File: src/rtl/vga_pkg.sv
// Screen geometry and framebuffer write types shared by the drawing engines
// (screen fill, circle) and the plot writer.
package vga_pkg;

    localparam int SCREEN_W  = 160;
    localparam int SCREEN_H  = 120;
    localparam int FB_ADDR_W = 15;

    typedef struct packed {
        logic [FB_ADDR_W-1:0] addr;
        logic [2:0]           colour;
    } fb_wr_t;

    // Linear framebuffer address for an on-screen pixel.
    function automatic logic [FB_ADDR_W-1:0] pixel_addr(input logic [7:0] x, input logic [6:0] y);
        return FB_ADDR_W'(y) * FB_ADDR_W'(SCREEN_W) + FB_ADDR_W'(x);
    endfunction

endpackage

File: src/rtl/sync_fifo.sv
// Single-clock show-ahead FIFO; rdata presents the head entry (zero when empty).
module sync_fifo #(
    parameter int WIDTH = 18,
    parameter int DEPTH = 8
) (
    input  logic                     clk,
    input  logic                     rst_n,
    input  logic                     push,
    input  logic [WIDTH-1:0]         wdata,
    input  logic                     pop,
    output logic [WIDTH-1:0]         rdata,
    output logic                     full,
    output logic                     empty,
    output logic [$clog2(DEPTH):0]   count
);
    localparam int AW = $clog2(DEPTH);
    localparam logic [AW:0] FULL_CNT = (AW+1)'(DEPTH);

    logic [WIDTH-1:0] mem [DEPTH];
    logic [AW-1:0]    wr_ptr;
    logic [AW-1:0]    rd_ptr;
    logic             do_push;
    logic             do_pop;

    assign full    = (count == FULL_CNT);
    assign empty   = (count == '0);
    assign do_push = push && !full;
    assign do_pop  = pop && !empty;
    assign rdata   = empty ? '0 : mem[rd_ptr];

    always_ff @(posedge clk) begin
        if (!rst_n) begin
            wr_ptr <= '0;
            rd_ptr <= '0;
            count  <= '0;
        end else begin
            if (do_push) wr_ptr <= wr_ptr + AW'(1);
            if (do_pop)  rd_ptr <= rd_ptr + AW'(1);
            if (do_push && !do_pop)      count <= count + (AW+1)'(1);
            else if (do_pop && !do_push) count <= count - (AW+1)'(1);
        end
    end

    // Storage needs no reset: the pointers and count define what is valid.
    always_ff @(posedge clk) begin
        if (do_push) mem[wr_ptr] <= wdata;
    end

endmodule

File: src/rtl/plot_writer.sv
// Clips per-cycle plot requests, converts them to linear framebuffer writes and
// buffers them so the framebuffer port can stall; keeps clip/overflow debug stats.
module plot_writer
    import vga_pkg::*;
#(
    parameter int SCREEN_W_P = SCREEN_W,
    parameter int SCREEN_H_P = SCREEN_H,
    parameter int ADDR_W     = FB_ADDR_W,
    parameter int DEPTH      = 8
) (
    input  logic              clk,
    input  logic              rst_n,
    input  logic [7:0]        in_x,
    input  logic [6:0]        in_y,
    input  logic [2:0]        in_colour,
    input  logic              in_plot,
    output logic              in_ready,
    output logic [ADDR_W-1:0] fb_addr,
    output logic [2:0]        fb_data,
    output logic              fb_we,
    input  logic              fb_ready,
    output logic [15:0]       clip_cnt,
    output logic              overflow,
    input  logic              stat_clr,
    output logic              busy
);
    localparam int CW = $clog2(DEPTH) + 1;

    logic [ADDR_W-1:0]   addr;
    logic                accept;
    logic                clip;
    logic                drop;
    logic                push;
    logic                fifo_full;
    logic                fifo_empty;
    logic [CW-1:0]       fifo_count;
    logic [ADDR_W+2:0]   fifo_head;

    assign addr   = ADDR_W'(in_y) * ADDR_W'(SCREEN_W_P) + ADDR_W'(in_x);
    assign accept = in_plot && in_ready;
    assign clip   = accept && ((32'(in_x) >= SCREEN_W_P) || (32'(in_y) >= SCREEN_H_P));
    assign push   = accept && !clip;
    assign drop   = in_plot && !in_ready;

    sync_fifo #(
        .WIDTH (ADDR_W + 3),
        .DEPTH (DEPTH)
    ) u_fifo (
        .clk   (clk),
        .rst_n (rst_n),
        .push  (push),
        .wdata ({addr, in_colour}),
        .pop   (fb_ready),
        .rdata (fifo_head),
        .full  (fifo_full),
        .empty (fifo_empty),
        .count (fifo_count)
    );

    assign in_ready = !fifo_full;
    assign fb_we    = !fifo_empty;
    assign busy     = !fifo_empty;
    assign fb_addr  = fifo_head[ADDR_W+2:3];
    assign fb_data  = fifo_head[2:0];

    // A clear on the same edge as a clip or drop wins; the event is not recorded.
    always_ff @(posedge clk) begin
        if (!rst_n || stat_clr) begin
            clip_cnt <= '0;
            overflow <= 1'b0;
        end else begin
            if (clip && clip_cnt != 16'hFFFF) clip_cnt <= clip_cnt + 16'd1;
            if (drop) overflow <= 1'b1;
        end
    end

endmodule

File: config.mk
export PLATFORM = sky130hd
export DESIGN_NAME = plot_writer
export DESIGN_NICKNAME = d
export VERILOG_FILES = /design/src/rtl/vga_pkg.sv /design/src/rtl/sync_fifo.sv /design/src/rtl/plot_writer.sv
export SDC_FILE = /design/constraint.sdc
export NUM_CORES = 1
export LEC_CHECK = 0
export ABC_AREA = 0
export BUFFER_PORTS_ARGS = -buffer_cell sky130_fd_sc_hd__buf_4
export CORE_ASPECT_RATIO = 0.9
export CORE_MARGIN = 1
export CORE_UTILIZATION = 52
export DETAILED_ROUTE_END_ITERATION = 10
export PLACE_DENSITY = 0.79
export SYNTH_ARGS = -nofsm -noshare
export SYNTH_HDL_FRONTEND = slang
export SYNTH_SLANG_ARGS = --single-unit
File: constraint.sdc
create_clock -name clk -period 4.6 [get_ports clk]
set_input_delay 0.92 -clock clk [delete_from_list [all_inputs] [get_ports clk]]
set_output_delay 0.92 -clock clk [all_outputs]
set_load 0.05 [all_outputs]
Word level (Yosys, flattened, before mapping)
Memory sizes are Yosys's and may differ from the RTL's. A register that Yosys moved wholly into a read port is not among the register bits.
Index checks and enable logic that the tools add are counted.

word-level totals
  bits of input ports = 23
  memory bits (writable) = 144
  flip-flop bits (word level) = 27
  output and inout port bits = 38
  memories kept = 1

memory list
  name        words  width  rd ports  clocked after Yosys merged registers in  write ports  RTL line         source
  u_fifo.mem  8      18     1         1                                        1            sync_fifo.sv:19  logic [WIDTH-1:0] mem [DEPTH];

operators by class
  reductions and logical operators = 19
  add/sub/neg operators = 6
  equality and inequality tests = 2
  multipliers = 1
  $lt $le $gt $ge = 2
  mux-type cells = 7

operators with widths
  operator                                                              number
  18-bit 2-to-1 mux                                                     1
  16-bit by 1-bit adder with 16-bit output (second input constant)      1
  16-bit != test (second input constant)                                1
  15-bit by 8-bit adder with 15-bit output                              1
  7-bit by 3-bit multiplier with 10-bit output (second input constant)  1
  1-bit logical AND                                                     9
  8-bit >= comparator (second input constant)                           1
  4-bit 2-to-1 mux                                                      2
  7-bit >= comparator (second input constant)                           1
  3-bit by 1-bit adder with 3-bit output (second input constant)        2
  1-bit logical NOT                                                     6
  3-bit 2-to-1 mux                                                      2
  4-bit by 1-bit adder with 4-bit output (second input constant)        1
  4-bit == test (second input constant)                                 1
  4-bit logical NOT                                                     1
  4-bit by 1-bit subtractor with 4-bit output (second input constant)   1
  1-bit logical OR                                                      2
  1-bit 2-to-1 mux                                                      2
  2-bit nonzero test                                                    1

Longest topological paths before layout
Gate-level depths: netlist (run 1).

  depth in word-level cells = 11
  gate-level depth with buffers = 11
  mapped depth without buffers = 10

Cells and area by module
A second synthesis (run 1) with hierarchy kept.

second synthesis, totals
  cells, all modules = 474
  area, all modules = 7,591.0 µm²

by module, submodules not included
  module       instances  area an instance (µm²)  cells an instance
  sync_fifo    1          6,133.4                 300
  plot_writer  1          1,457.6                 174

Worst setup path before layout (run 1)
No wires, ideal clock.

  path kind = input-to-reg
  start = input in_y[1]
  end = memory u_fifo.mem[0][17], data pin
  path slack = 1.228 ns
  arrival = 3.107 ns
  stages = 7
  library setup time = 0.265 ns
  cells stage by stage = ha_1 > ha_1 > fa_1 > xor2_1 > o21ai_1 > or4_4 > o41ai_2

on the way
  word-level cells in the longest chain between the ends = 2

RTL lines
  item                                          RTL line           source
  start, declared                               plot_writer.sv:14  input logic [6:0] in_y,
  7-bit by 3-bit multiplier with 10-bit output  plot_writer.sv:39  assign addr = ADDR_W'(in_y) * ADDR_W'(SCREEN_W_P) + ADDR_W'(in_x);
  15-bit by 8-bit adder with 15-bit output      plot_writer.sv:39
  named net addr[14]                            plot_writer.sv:29  logic [ADDR_W-1:0] addr;
  end, declared                                 sync_fifo.sv:19

The timed path passes the listed nets, and every way through them passes these cells.

==> results of run 1 <==
[Yosys cell counts, drive strengths merged (7+ instances only)]
cell / count
a21oi: 17
and2: 7
buf: 14
clkbuf: 8
dfxtp: 30
edfxtp: 144
ha: 19
inv: 9
mux2i: 23
mux4: 36
nand2: 15
nand3: 10
nand4: 7
nor2: 35
o21ai: 10
o31ai: 9
or4: 10
xnor2: 9
[flip-flops by register name (all words and copies together) (netlist names), named ones only]
name and cells:
clip_cnt 16, overflow 1, u_fifo.rd_ptr 3, u_fifo.wr_ptr 3, u_fifo.count 4, u_fifo.mem 144
[power by group through the flow]
stage / clock network [uW] / logic [uW] / registers, uW
after detailed placement: 0 / 1630 / 1950
after CTS: 1350 / 1640 / 1920
after floorplan: 0 / 1240 / 1900
after global placement: 0 / 1600 / 1940
after global routing: 1400 / 1720 / 1930
final: 1330 / 1620 / 1910
[layout make-up]
| type | instances | area, um^2 |
|---|---|---|
| multi-input cells | 266 | 2496 |
| fillers | 1021 | 5288 |
| repair buffers | 77 | 578.1 |
| inverters | 9 | 33.78 |
| clock inverters | 13 | 115.1 |
| flip-flops and latches | 174 | 4926 |
| well taps | 193 | 241.5 |
| clock buffers | 18 | 429.2 |
[logic make-up after synthesis]
kind of cell             Yosys count  synth area share (%)
buffers and inverters             31                 1.937
AO/OA/AOI/OAI                     59                 5.298
flip-flops                       174                 65.17
XOR/XNOR                          13                 1.689
AND/OR/NAND/NOR                  113                 8.195
adder cells (fa/ha/maj)           22                 3.940
multiplexers                      59                 13.77
[final timing paths]
check	start	to	slack [ns]	cells after the start
min	u_fifo.rd_ptr[1]	u_fifo.rd_ptr[1]	0.48	2
max	flip-flop	fb_data[2]	1.11	5
min reg2reg	u_fifo.rd_ptr[1]	u_fifo.rd_ptr[1]	0.48	2
max reg2reg	u_fifo.count[0]	u_fifo.count[3]	1.70	10
[routing by layer]
layer	wire (um)	track usage (%)	up-vias
met5	0	0	-
met4	182	6.118	0
met3	785	4.581	14
met2	7357	35.75	131
met1	6537	27.88	2213
li1	-	-	2019
[per-stage QoR]
step	hold slack [ns]	instance area (um^2)	setup WS [ns]	power, uW
2_1_floorplan	0.4509	7557	1.228	3133
3_3_place_gp	0.4578	8275	0.9473	3538
3_5_place_dp	0.4659	8275	0.8049	3583
4_1_cts	0.4751	8820	1.054	4900
5_1_grt	0.5089	8820	0.9718	5048
6_report	0.4754	8820	1.113	4862
[worst max-delay path, cell delays in order, from the launching register on]
cell and delay [ns]:
sky130_fd_sc_hd__dfxtp_1 1.05, sky130_fd_sc_hd__buf_4 0.32, sky130_fd_sc_hd__mux4_2 0.31, sky130_fd_sc_hd__mux2i_1 0.18
sky130_fd_sc_hd__nor2_1 0.06, sky130_fd_sc_hd__buf_4 0.20
==> flow_summary.toml, run 1 <==
[power]
netSwitchingFraction_pct = 34.72
clockPowerShare_pct = 27.4
cell_internal_pwr_uw = 3174
irDropWorstVdd_mv = 0.3372
p_comb_share_pct = 33.3
power-per-cell-area_mw_per_mm2 = 551.2
p_leak_uw = 0.002999
power.switching_uw = 1688
sequentialPowerShare_pct = 39.4

[logic_synthesis]
synth_top_area_cell = "sky130_fd_sc_hd__edfxtp_1"
post_synth_net_total = 516
synthDominantCellAreaShare_pct = 57.22
synthesis.yosys.warnings = 0
synthDistinctLibCells = 54
post_synth_top_flop = "sky130_fd_sc_hd__edfxtp_1"
syn_area_per_cell_um2 = 16.05
ys_top_cells_by_area = "sky130_fd_sc_hd__edfxtp_1 (57%), sky130_fd_sc_hd__mux4_2 (11%), sky130_fd_sc_hd__dfxtp_1 (7.9%), sky130_fd_sc_hd__ha_1 (3.1%), sky130_fd_sc_hd__mux2i_1 (3.0%)"
netlist_instances = 471
synth_edf_count = 144
ys_ff_latch = 174
synth-seq-area-share_pct = 65.17
synth.cell_area_mm2 = 0.007557
async_reset_ff_share_pct = 0

[clocking]
setup_fix_buffers_added_after_clock_tree_synthesis = 0
clk_root_buffer_cell = "sky130_fd_sc_hd__clkbuf_16"
hold_fix_buffer_count_after_cts = 0
cts.sinks = 174
clock_tree_from_tritoncts = "yes"
cts-buffers-inserted = 17
htree_levels = 4
cts_resized = 0
clock_latency_ns = 0.43
clk_pin_slew_worst_paths_ns = 0.06
cts.path.max_buffers = 2

[job]
max_cap_violations = 0

[cells_and_area]
layout_common_cells = "sky130_fd_sc_hd__edfxtp_1 (144), sky130_fd_sc_hd__buf_4 (77), sky130_fd_sc_hd__mux4_2 (36)"
flow.area_growth_from_synthesis_pct = 16.71
final_common_cell = "sky130_fd_sc_hd__edfxtp_1"
final_layout_net_count = 590
final_core_utilization_pct = 62.52
diodes = 0
drive_gt1_share_pct = 27.29
finish.cell_count_without_fillers = 750

[global_routing]
grt_pass1_vias = 4326
grt_util_overall_pct = 21.16
grt_antenna_before_repair = 0
grt.overflow.total = 0
grt_first_pass_wirelength_mm = 23.03
grt_max_degree = 29

[sta]
slew_headroom_pct = 25.82
grt_setup_unrepaired = "false"
period_share_pct = 75.80
hold_violation_total_from_the_final_report = 0
final_period_minus_worst_setup_slack_ns = 3.487
tightestPinTransition_ns = 1.111
max_freq_ghz = 0.2868
timing.clock.skew_ns = 0.01067
setup-violations-final = 0
timing.setup.tns_ns = 0
timing.final.max_slew_violations = 0

[placement]
finalWeightedCongestion = 0.8260
place.port_buffers = 60
placedCellCount = 719
dp_hpwl_mm = 9.484

[floorplan]
core_area_mm2 = 0.01411
floorplan.die_area_mm2 = 0.01502
ioPinCount = 61
die_height_um = 116.4
start_util_pct = 53.57
dieWidth_um = 129.1
fp-row-count = 41

[routing]
first_iter_violations = 364
route.vias.total = 4377
drtAntennaViolNets = 0
drt-total-wl_mm = 14.86
dr.pass1.iters = 4
drc = 0
wl_per_cell_um = 19.82
avgViaCountPerCell = 5.836

[setup_path]
worst_setup_path_start_kind = "flip-flop"
critPathCaptureType = "output pin"
crit_type = "reg -> out"
cp.arrival_ns = 2.57
path_max_fanout = 22
required_ns = 3.68

[min_path]
path_class_of_the_lowest_slack_min_delay_path = "reg -> reg"

[status]
run_status = "complete, no violations"
Note: power is estimated with default switching activity, not from simulation.
==> inputs of run 2 (changes only) <==
- clock period: 4.6 -> 3.51 ns (I/O delays scaled with it)
==> flow_summary.toml, run 2 (synthesis results as in run 1) <==
[global_routing]
use_met2_pct = 36.54
grt.overflow.total = 0
grt_first_pass_wirelength_mm = 23.53
grt_util_overall_pct = 21.69
use_met3_pct = 5.909
grt_antenna_before_repair = 0
global_route.usage.met1_pct = 27.53
gr-max-usage-layer = "met2"
grt_max_degree = 37
grt_pass1_vias = 4444

[min_path]
worstHoldEndpoint = "u_fifo.rd_ptr[1]"
hold_start = "u_fifo.rd_ptr[1]"
path_class_of_the_lowest_slack_min_delay_path = "reg -> reg"
hold_depth = 2

[sta]
timing.clock.skew_ns = 0.006941
setup-violations-final = 0
slew_headroom_pct = 48.64
grt_setup_unrepaired = "false"
final_period_minus_worst_setup_slack_ns = 2.975
max_freq_ghz = 0.3361
hold_violation_total_from_the_final_report = 0
timing.final.max_slew_violations = 0
setup_ws_ns = 0.5346
tightestPinTransition_ns = 0.7704
period_share_pct = 84.77
timing.setup.tns_ns = 0

[routing]
drc = 0
dr.pass1.iters = 4
first_iter_violations = 345
drtAntennaViolNets = 0
wl_per_cell_um = 19.72
drt-total-wl_mm = 14.79
avgViaCountPerCell = 5.857
route.vias.total = 4393

[clocking]
htree_levels = 4
cts-buffers-inserted = 17
cts.path.max_buffers = 2
clk_pin_slew_worst_paths_ns = 0.07
cts.sinks = 174
clock_tree_from_tritoncts = "yes"
clock_latency_ns = 0.43
setup_fix_buffers_added_after_clock_tree_synthesis = 0
hold_fix_buffer_count_after_cts = 0
cts_resized = 0
clk_root_buffer_cell = "sky130_fd_sc_hd__clkbuf_16"

[cells_and_area]
layout.cell_area.non_filler_mm2 = 0.008864
layout_common_cells = "sky130_fd_sc_hd__edfxtp_1 (144), sky130_fd_sc_hd__buf_4 (75), sky130_fd_sc_hd__mux4_2 (36)"
diodes = 0
largest_registers = "u_fifo.mem (144), clip_cnt (16), u_fifo.count (4)"
largest_reg_flops = 144
fillers = 1014
drive_gt1_share_pct = 27.83
final_common_cell = "sky130_fd_sc_hd__edfxtp_1"
largest-register = "u_fifo.mem"
multi_input_area_mm2 = 0.002496
final_layout_net_count = 589
flow.area_growth_from_synthesis_pct = 17.28
register_area_mm2 = 0.004926

[floorplan]
core_area_mm2 = 0.01411
start_util_pct = 53.57
die_height_um = 116.4
fp-row-count = 41
dieWidth_um = 129.1
floorplan.die_area_mm2 = 0.01502
ioPinCount = 61

[power]
sequentialPowerShare_pct = 38.1
p_comb_share_pct = 33.7
clockPowerShare_pct = 28.2
p_leak_uw = 0.003024
report.power.total_uw = 6456
netSwitchingFraction_pct = 35.08
power.switching_uw = 2265
cell_internal_pwr_uw = 4191
irDropWorstVdd_mv = 0.4010
power-per-cell-area_mw_per_mm2 = 728.3

[setup_path]
worst_setup_path_start_kind = "primary input"
worstSetupStartpoint = "in_y[1]"
r2r_setup_slack_ns = 0.66
reg2regPathDepth = 10
regToRegEndpoint = "u_fifo.count[3]"
crit_type = "in -> reg"
critPathCaptureType = "flip-flop"
cp.arrival_ns = 3.13
required_ns = 3.66
r2r-start = "u_fifo.count[0]"
path_max_fanout = 8

[placement]
place.port_buffers = 60
finalWeightedCongestion = 0.8189
post-place-ws_ns = 0.08652
dpl_cell_area_mm2 = 0.008280
dp_hpwl_mm = 9.067

[status]
run_status = "complete, no violations"

[job]
max_cap_violations = 0
[run 2: cell count changes in the layout (fill, tap and decap cells not counted), moves of 2 or more]
cell	change
sky130_fd_sc_hd__clkinv_1	-2
sky130_fd_sc_hd__inv_8	+2
sky130_fd_sc_hd__clkinv_4	+3
sky130_fd_sc_hd__buf_4	-2
sky130_fd_sc_hd__clkinvlp_4	-2
[run 2: worst max path at each step]
stage	to	cells after the start
after floorplan	u_fifo.mem[0][17]	7
after global placement	u_fifo.mem[0][15]	8
after detailed placement	u_fifo.mem[1][15]	8
after CTS	u_fifo.mem[7][15]	8
after global routing	u_fifo.mem[7][15]	8
final	u_fifo.mem[1][15]	8
[run 2: area by class of cell]
type	count	area share (%)
sequential	174	55.58
multi-input combinational	266	28.16
timing repair buffer	76	6.578
clock buffer	17	4.800
tap	193	2.724
clock inverter	15	1.779
inverter	9	0.3811
[run 2: metal layers]
layer	share of wire, %	vias to the layer above
met3	4.2	17
li1	-	2020
met5	0	-
met2	50	117
met1	45	2239
met4	1.2	0
[run 2: critical path: stages]
cell and delay (ns):
sky130_fd_sc_hd__buf_4 0.12, sky130_fd_sc_hd__ha_1 0.29, sky130_fd_sc_hd__ha_1 0.24, sky130_fd_sc_hd__fa_1 0.43, sky130_fd_sc_hd__xor2_1 0.27, sky130_fd_sc_hd__o21ai_1 0.11
sky130_fd_sc_hd__or4_4 0.44, sky130_fd_sc_hd__xnor2_1 0.52
[run 2: power groups by stage]
stage	registers [uW]	logic [uW]	clock network, uW
6_report	2460	2170	1820
5_1_grt	2470	2320	1940
4_1_cts	2460	2200	1860
3_5_place_dp	2500	2190	0
3_3_place_gp	2490	2150	0
2_1_floorplan	2480	1620	0
[run 2: stage by stage]
| step | cells | hold WS (ns) | util, % |
|---|---|---|---|
| 2_1_floorplan | 471 | 0.4509 | - |
| 3_3_place_gp | 718 | 0.4591 | 58.70 |
| 3_5_place_dp | 718 | 0.4728 | 58.70 |
| 4_1_cts | 750 | 0.4825 | 62.83 |
| 5_1_grt | 750 | 0.4892 | 62.83 |
| 6_report | 750 | 0.4847 | 62.83 |
==> inputs of run 3 (changes only) <==
- clock period: 3.51 -> 3 ns (I/O delays scaled with it)
==> flow_summary.toml, run 3 (synthesis results as in run 1) <==
[status]
run_status = "complete, no violations"

[cells_and_area]
diodes = 0
final_layout_net_count = 607
layout_common_cells = "sky130_fd_sc_hd__edfxtp_1 (144), sky130_fd_sc_hd__buf_4 (93), sky130_fd_sc_hd__mux4_2 (36)"
finish.cell_count_without_fillers = 768
final_core_utilization_pct = 63.80
flow.area_growth_from_synthesis_pct = 19.11
largest-register = "u_fifo.mem"
final_common_cell = "sky130_fd_sc_hd__edfxtp_1"
largest_reg_flops = 144
drive_gt1_share_pct = 29.91
largest_registers = "u_fifo.mem (144), clip_cnt (16), u_fifo.count (4)"

[placement]
placedCellCount = 736
dp_hpwl_mm = 9.326
finalWeightedCongestion = 0.8711
post-place-ws_ns = -0.2366
place.port_buffers = 60

[sta]
setup_ws_ns = 0.2251
max_freq_ghz = 0.3604
tightestPinTransition_ns = 0.7664
hold_violation_total_from_the_final_report = 0
period_share_pct = 92.50
fin_hold_ws_ns = 0.4006
final_period_minus_worst_setup_slack_ns = 2.775
setup-violations-final = 0
timing.clock.skew_ns = 0.006302
slew_headroom_pct = 48.54
grt_setup_unrepaired = "false"
timing.final.max_slew_violations = 0

[floorplan]
core_area_mm2 = 0.01411
die_height_um = 116.4
start_util_pct = 53.57
fp-row-count = 41
ioPinCount = 61
dieWidth_um = 129.1
floorplan.die_area_mm2 = 0.01502

[clocking]
clock_latency_ns = 0.43
cts.sinks = 174
cts-buffers-inserted = 17
setup_fix_buffers_added_after_clock_tree_synthesis = 0
cts.path.max_buffers = 2
hold_fix_buffer_count_after_cts = 0
cts_resized = 0
clk_root_buffer_cell = "sky130_fd_sc_hd__clkbuf_16"
htree_levels = 4
clock_tree_from_tritoncts = "yes"
clk_pin_slew_worst_paths_ns = 0.06

[routing]
wl_per_cell_um = 19.81
avgViaCountPerCell = 5.913
drtAntennaViolNets = 0
drc = 0
drt-total-wl_mm = 15.22
first_iter_violations = 372
dr.pass1.iters = 5
route.vias.total = 4541

[setup_path]
critPathSlowestCell = "sky130_fd_sc_hd__fa_1"
path_max_fanout = 8
sequence_of_cells_on_the_critical_path = "buf_4 > ha_1 > ha_1 > fa_1 > buf_4 > a211oi_1 > o22ai_1 > nor4_1 > xnor3_1"
worstSetupStartpoint = "in_y[1]"
worst-path-buf-inv = 2
crit_type = "in -> reg"
cp.arrival_ns = 2.91
worst_setup_path_start_kind = "primary input"
critical_path.max_stage_delay_ns = 0.41
r2r-start = "u_fifo.count[0]"
cp_top_family = "adder cells"
required_ns = 3.13
critPathCaptureType = "flip-flop"

[global_routing]
grt_util_overall_pct = 22.00
grt_max_degree = 37
grt_first_pass_wirelength_mm = 23.87
grt_antenna_before_repair = 0
grt.overflow.total = 0
grt_pass1_vias = 4602

[min_path]
path_class_of_the_lowest_slack_min_delay_path = "in -> reg"
hold_start = "in_colour[2]"

[power]
irDropWorstVdd_mv = 0.6046
report.power.total_uw = 7608
power-per-cell-area_mw_per_mm2 = 845.2
p_leak_uw = 0.003099

[job]
max_cap_violations = 0
run 3: cell types whose count changed in the layout (fill, tap and decap cells not counted):
cell / change
sky130_fd_sc_hd__clkinv_2: +2
sky130_fd_sc_hd__clkinv_4: -3
sky130_fd_sc_hd__inv_6: -2
sky130_fd_sc_hd__clkbuf_1: +1
sky130_fd_sc_hd__o41ai_4: +1
sky130_fd_sc_hd__clkinvlp_4: +4
sky130_fd_sc_hd__o41ai_2: -1
sky130_fd_sc_hd__clkinv_8: -1
sky130_fd_sc_hd__buf_4: +18
sky130_fd_sc_hd__bufinv_16: +1
sky130_fd_sc_hd__inv_8: -2
run 3: worst paths after layout:
kind | to | slack, ns | depth (start not counted)
worst min-delay path | u_fifo.mem[5][2] | 0.40 | 1
worst min register to register | overflow | 0.48 | 2
worst max-delay path | u_fifo.mem[5][16] | 0.23 | 9
worst max register to register | u_fifo.count[3] | 0.28 | 11
run 3: metrics by stage:
| stage | setup TNS [ns] | area (um^2) |
|---|---|---|
| after floorplan | 0 | 7579 |
| after global placement | -1.587 | 8427 |
| after detailed placement | -6.050 | 8427 |
| after CTS | 0 | 9001 |
| after global routing | 0 | 9001 |
| final | 0 | 9001 |
run 3: layout make-up:
type | instances | area (um^2)
clock buffer | 18 | 429.2
fill | 1017 | 5106
multi-input combinational | 266 | 2507
clock inverter | 14 | 145.1
tap | 193 | 241.5
inverter | 9 | 33.78
sequential | 174 | 4926
timing repair buffer | 94 | 718.2
run 3: power breakdown:
part | switching [uW] | internal, uW
registers | 84.2 | 2790
clock network | 894 | 1220
logic | 1630 | 987
total | 2610 | 5000
run 3: metal layers:
| layer | vias up | track usage (%) | wire length, um |
|---|---|---|---|
| met1 | 2280 | 27.44 | 6440 |
| met4 | 0 | 8.941 | 282 |
| met5 | - | 0 | 0 |
| met2 | 180 | 37.95 | 7640 |
| li1 | 2052 | - | - |
| met3 | 29 | 4.535 | 850 |
